File: config.mk
export PLATFORM = sky130hd
export DESIGN_NAME = elastic_pipe
export DESIGN_NICKNAME = d
export VERILOG_FILES = /design/src/rtl/elastic_pipe.sv
export SDC_FILE = /design/constraint.sdc
export NUM_CORES = 1
export LEC_CHECK = 0
export ABC_CLOCK_PERIOD_IN_PS = 3250
export BUFFER_PORTS_ARGS = -buffer_cell sky130_fd_sc_hd__buf_2
export CAP_MARGIN = 0
export CELL_PAD_IN_SITES_DETAIL_PLACEMENT = 0
export CELL_PAD_IN_SITES_GLOBAL_PLACEMENT = 1
export CORE_MARGIN = 2
export CORE_UTILIZATION = 42
export DETAILED_ROUTE_END_ITERATION = 10
export GPL_ROUTABILITY_DRIVEN = 0
export HOLD_SLACK_MARGIN = 0.15
export PLACE_DENSITY_LB_ADDON = 0.3
export SETUP_SLACK_MARGIN = 0.3
export SLEW_MARGIN = 30
export SYNTH_ARGS = -nofsm -noshare
export SYNTH_HDL_FRONTEND = slang
export SYNTH_SLANG_ARGS = --single-unit
File: constraint.sdc
create_clock -name clk -period 3.25 [get_ports clk]
set_input_delay 0.325 -clock clk [delete_from_list [all_inputs] [get_ports clk]]
set_output_delay 0.325 -clock clk [all_outputs]
set_load 0.02 [all_outputs]
File: src/rtl/elastic_pipe.sv
// Parametrised DEPTH-entry elastic buffer between pipeline stages; ready_out depends on local state only.
// Optional backpressure stall counter enabled by defining ELASTIC_PIPE_STALL_CNT_EN.
module elastic_pipe #(
  parameter type             T     = logic [31:0],
  parameter int unsigned     DEPTH = 2,
  localparam int unsigned    CNT_W = $clog2(DEPTH + 1)
) (
  input  logic             clk,
  input  logic             async_rst_n,
  input  logic             sync_rst_n,
  input  logic             flush,
  input  logic             valid_in,
  input  T                 d,
  output logic             ready_out,
  output logic             valid_out,
  output T                 q,
  input  logic             ready_in,
`ifdef ELASTIC_PIPE_STALL_CNT_EN
  output logic [15:0]      stall_cnt,
`endif
  output logic [CNT_W-1:0] count
);

  localparam int unsigned PtrW = (DEPTH > 1) ? $clog2(DEPTH) : 1;
  localparam logic [PtrW-1:0]  LastPtr = PtrW'(DEPTH - 1);
  localparam logic [CNT_W-1:0] FullCnt = CNT_W'(DEPTH);

  T                 mem_q [DEPTH];
  logic [PtrW-1:0]  rd_ptr_q, rd_ptr_d;
  logic [PtrW-1:0]  wr_ptr_q, wr_ptr_d;
  logic [CNT_W-1:0] count_q, count_d;
  logic             push, pop, clear, mem_we;

  // Explicit wrap so non-power-of-two depths never index past the last entry.
  function automatic logic [PtrW-1:0] next_ptr(input logic [PtrW-1:0] p);
    return (p == LastPtr) ? '0 : p + 1'b1;
  endfunction

  always_comb begin
    ready_out = (count_q != FullCnt);
    valid_out = (count_q != '0);
    push      = valid_in && ready_out;
    pop       = valid_out && ready_in;
    clear     = !sync_rst_n || flush;
    mem_we    = push && !clear;
    q         = valid_out ? mem_q[rd_ptr_q] : '0;
    count     = count_q;
  end

  always_comb begin
    rd_ptr_d = rd_ptr_q;
    wr_ptr_d = wr_ptr_q;
    count_d  = count_q;
    if (clear) begin
      rd_ptr_d = '0;
      wr_ptr_d = '0;
      count_d  = '0;
    end else begin
      if (push) wr_ptr_d = next_ptr(wr_ptr_q);
      if (pop)  rd_ptr_d = next_ptr(rd_ptr_q);
      case ({push, pop})
        2'b10:   count_d = count_q + 1'b1;
        2'b01:   count_d = count_q - 1'b1;
        default: count_d = count_q;
      endcase
    end
  end

  always_ff @(posedge clk or negedge async_rst_n) begin
    if (!async_rst_n) begin
      rd_ptr_q <= '0;
      wr_ptr_q <= '0;
      count_q  <= '0;
    end else begin
      rd_ptr_q <= rd_ptr_d;
      wr_ptr_q <= wr_ptr_d;
      count_q  <= count_d;
    end
  end

  // Storage is left unreset; q is masked to zero whenever the buffer is empty.
  always_ff @(posedge clk) begin
    if (mem_we) mem_q[wr_ptr_q] <= d;
  end

`ifdef ELASTIC_PIPE_STALL_CNT_EN
  logic [15:0] stall_cnt_q, stall_cnt_d;

  always_comb begin
    stall_cnt_d = stall_cnt_q;
    if (clear) begin
      stall_cnt_d = '0;
    end else if (valid_out && !ready_in && (stall_cnt_q != 16'hFFFF)) begin
      stall_cnt_d = stall_cnt_q + 16'd1;
    end
  end

  always_ff @(posedge clk or negedge async_rst_n) begin
    if (!async_rst_n) stall_cnt_q <= '0;
    else              stall_cnt_q <= stall_cnt_d;
  end

  assign stall_cnt = stall_cnt_q;
`endif

  a_count_range: assert property (@(posedge clk) disable iff (!async_rst_n)
    count_q <= FullCnt);
  a_ptr_range: assert property (@(posedge clk) disable iff (!async_rst_n)
    (rd_ptr_q <= LastPtr) && (wr_ptr_q <= LastPtr));

endmodule

* Yosys cells after proc, flatten, opt, wreduce, memory -nomap -nowiden
Memory sizes are Yosys's and may differ from the RTL's. Cells that the tools add are included.
Word-level totals: ROM bits 0, memories 1, input port bits 38, output and inout bits 36, bits in latches 0, bits in writable memories 64, logic and storage cells 32, register bits 4
Operators by class: mux-type cells 11, reduce and logical (&&, ||, !) cells 10, shifts and indexed selects 0, order comparisons 0, add/subtract/negate cells 4, multiply operators 0, eq/ne operators 3, divide/modulo/power cells 0, bitwise operators 0
Memories:
- mem_q | depth 2, bits a word 32, rd ports 1, clocked after Yosys merged registers in 0, wr ports 1, RTL line 28 | T mem_q [DEPTH];
Operators by type and width (count):
- 32-bit 2-to-1 mux | 1
- 1-bit 2-to-1 mux | 8
- 2-bit nonzero test | 3
- 2-bit case mux with 2 select lines | 1
- 1-bit logical AND | 3
- 3-bit nonzero test | 1
- 1-bit adder (second input constant) | 2
- 2-bit by 1-bit adder with 2-bit output (second input constant) | 1
- 2-bit by 1-bit == test with 1-bit output (second input constant) | 1
- 2-bit == test (second input constant) | 1
- 1-bit zero test | 2
- 2-bit 2-to-1 mux | 1
- 2-bit inequality test (second input constant) | 1
- 2-bit by 1-bit subtractor with 2-bit output (second input constant) | 1
- 1-bit logical OR | 1

* Logic depth before layout (Yosys ltp)
depth in word-level cells 6, gate-level depth with buffers 4

* Worst setup path after synthesis
No wires, ideal clock.
path type register to register, from reg count_q[1], in the netlist count[1], to mem mem_q[0][0] (netlist name), enable pin, cell stages (with the launch flop) 4, arrival time 2.406 ns, slack 0.423 ns, path buffers 0, setup time 0.421 ns, cells stage by stage dfrtp_1 nor2b_1 or3_1 nor2_1
Between the ends: cells in the longest elaborated chain, start to end 5
RTL lines:
- start: declaration | RTL line 31 | logic [CNT_W-1:0] count_q, count_d;
- start signal: assignment | RTL line 77 | count_q <= count_d;
- 2-bit inequality test | RTL line 40 | ready_out = (count_q != FullCnt);
- 1-bit logical AND | RTL line 42 | push = valid_in && ready_out;
- 1-bit logical AND | RTL line 45 | mem_we = push && !clear;
- 1-bit 2-to-1 mux | RTL line 83 | if (mem_we) mem_q[wr_ptr_q] <= d;
- 1-bit 2-to-1 mux (not written as such) | RTL line 83
- end: declaration | RTL line 28
Every way passes these cells.

==> parameters.txt <==
Parameter                              Value

Critical path
  Cell family with the largest share of critical-path delay    flip-flops
  Beginning of the critical path    rd_ptr_q$_DFFE_PN0P_
  Cell count of the worst reg-to-reg path    4
  Required time of the worst setup path    2.92 ns
  Crit Reg-Reg Startpoint    count[1]$_DFFE_PN0P_
  Arrival @ worst endpoint    1.91 ns
  Nature of the critical path endpoint    primary output
  Crit Path Category    flop to primary output
  Stages on the worst setup path    3
  Cell-by-cell trace of the critical path    mux2i_1 -> nor2_1 -> buf_2
  Critical-path maximum fanout    33
  Buffers & Inverters on Critical Path    1
  Critical-path top delay cell    sky130_fd_sc_hd__dfrtp_2
  Delay of the slowest critical-path stage    between 0.9 and 1 ns
  Crit path launch type    flop

Detailed routing
  Count of antenna-violating nets left after detailed routing    0
  Detailed Routing Iterations Pass 1    4
  Routed length per instance    14.0 um
  DRC violations left    0
  Vias after detailed routing    1547
  Total Wirelength    approximately 4600 um
  Via density per instance    approximately 4.7
  Iter 0 DRT Violations    between 80 and 90

Power and ir drop
  Net switching component of the power    341 uW
  Cell internal pwr    1.28 mW
  Leakage power    1.24 nW
  Combinational power share    6.9%
  Clock network fraction of total power    32.4%
  Power density cells    497 nW/um2
  Switching power as a share of total power    21.0%
  Flop pwr share    60.8%
  Worst VDD drop    346 uV

Placement
  Port Buf Inserts    73
  Cell count after placement    310
  Half-perimeter wire length of the detailed placement result    3250 um

Die
  Starting density of the core    about 44%
  Vertical die dimension    83.2 um
  Die Footprint    6930 um2
  Die span in x    83.2 um
  Top Ports    74
  Placeable core area    5990 um2
  Placement Rows    28

STA
  Total negative setup slack    0 ns
  Final critical path time including I/O delays and setup    ~2.2 ns
  Worst slew margin relative to its limit    between 30% and 40%
  Setup repair after global routing missed its margin    false
  Number of max-slew violations in the final report    0
  Number of endpoints with negative hold slack in the final report    0
  Post-route clock period utilization    between 60 and 70%
  Skew final    0.00475 ns
  Slew of the pin with the lowest slew margin    0.949 ns
  Maximum operating frequency    about 0.45 GHz
  Number of failing setup endpoints in the final timing report    0

Global routing
  Number of antenna violations at the first check in global routing    0
  Grt ovf    0
  Via count of the first global-routing pass    1437
  Global routing usage summed across all routing layers    13.4%
  Global-route wire length before repair    7060 um
  Largest net degree at the start of global routing    34

CTS
  Insertion delay to the later sink of the worst-skew pair    between 0.3 and 0.4 ns
  Clock-pin slew reported for the worst setup and hold paths after clock tree synthesis    0.06 ns
  Sink Count    68
  Buffer cell driving the clock tree root    sky130_fd_sc_hd__clkbuf_8
  Maximum buffer depth of the clock tree    2
  H-tree levels    3
  CTS Buf Count    9
  Clock tree from TritonCTS    done

Cells and area
  Filler cell count in the final layout    501
  Antenna diodes    0
  Area growth from synthesis to layout    23.9%
  Layout cells sized above 1    between 30% and 40%
  Commonest cells after routing, fill and taps aside    sky130_fd_sc_hd__buf_2 (73), sky130_fd_sc_hd__edfxtp_1 (64), sky130_fd_sc_hd__nor2_1 (34)
  Nets    approximately 290
  Most common cell after layout, fill and taps aside    sky130_fd_sc_hd__buf_2
  Number of cells in the finished layout apart from fillers    326

Synthesis
  Average cell area after synthesis    16.1 um2
  Syn_nets    202
  #FFs+latches synth    68
  Share of the yosys chip area belonging to registers    76.7%
  Netlist area before placement    2640 um2
  Post-synthesis instance total    164
  Number of distinct standard cells referenced by the synthesized netlist    19
  Count of synthesis-stage warnings from yosys    0

Worst hold path
  Count of cells along the worst hold path    1
  Hold Crit Class    primary input to flop
  Startpoint of the lowest-slack hold path    d[30]

Status
  Result of the run    complete, no violations

Run
  Max Cap Violations    0
-- path summary, 6_finish.rpt --
check,slack (ns),end
max reg2reg,1.11,mem_q[1][2]$_DFFE_PP_
min,0.19,mem_q[0][30]$_DFFE_PP_
min in group asynchronous,0.34,count[0]$_DFFE_PN0P_
max in group asynchronous,2.77,rd_ptr_q$_DFFE_PN0P_
max,1.02,q[28]
min reg2reg,0.62,wr_ptr_q$_DFFE_PN0P_
-- Yosys cell counts (all sizes together) --
cell | number | area, um2
o21ai | 3 | 15.0
edfxtp | 64 | 1920
or3 | 1 | 6.26
nor2b | 1 | 6.26
a22oi | 1 | 7.51
nand2 | 1 | 3.75
nor2 | 37 | 139
mux2i | 32 | 320
buf | 7 | 42.5
inv | 4 | 15.0
or4b | 1 | 10.0
dfrtp | 4 | 100
nand3 | 2 | 10.0
xor2 | 1 | 8.76
nand3b | 1 | 7.51
nand2b | 1 | 6.26
a31oi | 1 | 6.26
a21oi | 2 | 10.0
-- cell type report --
| class | count | area, um2 | share of cell area, % |
|---|---|---|---|
| sequential | 68 | 2020 | 61.9 |
| timing repair buffer | 79 | 413 | 12.6 |
| multi-input combinational | 85 | 574 | 17.6 |
| clock inverter | 5 | 20.0 | 0.613 |
| tap | 75 | 93.8 | 2.87 |
| clock buffer | 10 | 128 | 3.91 |
| inverter | 4 | 15.0 | 0.460 |
-- worst register-to-register path, cell delays in order (launching register included) --
cell and delay [ns]:
sky130_fd_sc_hd__dfrtp_1 0.44, sky130_fd_sc_hd__nor2b_1 0.18, sky130_fd_sc_hd__or3_1 0.45, sky130_fd_sc_hd__nor2_4 0.49, sky130_fd_sc_hd__buf_4 0.30
-- per-stage QoR --
| stage | power [mW] | util (%) | instance area [um2] | setup WS [ns] | hold WS (ns) |
|---|---|---|---|---|---|
| finish | 1.62 | 54.5 | 3270 | 1.02 | 0.191 |
| global route | 1.69 | 54.5 | 3270 | 0.837 | 0.174 |
| CTS | 1.65 | 54.5 | 3270 | 0.934 | 0.176 |
| detailed placement | 1.12 | 51.9 | 3110 | 1.09 | 0.137 |
| global placement | 1.12 | 51.9 | 3110 | 1.13 | 0.140 |
| floorplan | 1.06 | - | 2640 | 0.423 | 0.0294 |
-- state kept, by name, summed over array words and instances, names as in the netlist --
signal and count:
count 2, wr_ptr_q 1, mem_q 64, rd_ptr_q 1
-- power groups by stage --
| stage | logic (mW) | clock network [mW] | registers [mW] |
|---|---|---|---|
| floorplan | 0.0589 | 0 | 1.00 |
| global placement | 0.112 | 0 | 1.00 |
| detailed placement | 0.113 | 0 | 1.00 |
| CTS | 0.114 | 0.545 | 0.986 |
| global route | 0.123 | 0.583 | 0.987 |
| finish | 0.111 | 0.525 | 0.986 |
-- repair_timing --
action | in CTS | in global routing
gates resized for setup | 0 | 0
hold endpoints to repair | 4 | 0
hold buffers | 1 | 0
buffers inserted | 0 | 0
-- per-layer routing --
layer | part of all wire (%) | wire length (um) | global-route usage [%] | up-vias
met2 | 52 | 2360 | 21.8 | 46
met5 | 0 | 0 | 0 | -
met4 | 1.1 | 50 | 4.92 | 0
li1 | - | - | - | 768
met3 | 5.0 | 229 | 5.07 | 4
met1 | 42 | 1930 | 16.4 | 729
-- kinds of logic (layout without fill, tap and decap cells) --
kind of cell,after synthesis,in the layout,share of synthesized area [%]
flip-flops,68,68,76.7
multiplexers,32,32,12.2
buffers and inverters,11,98,2.18
XOR/XNOR,1,1,0.332
AO/OA/AOI/OAI,7,7,1.47
AND/OR/NAND/NOR,45,45,7.17
(Power assumes the default switching activity.)
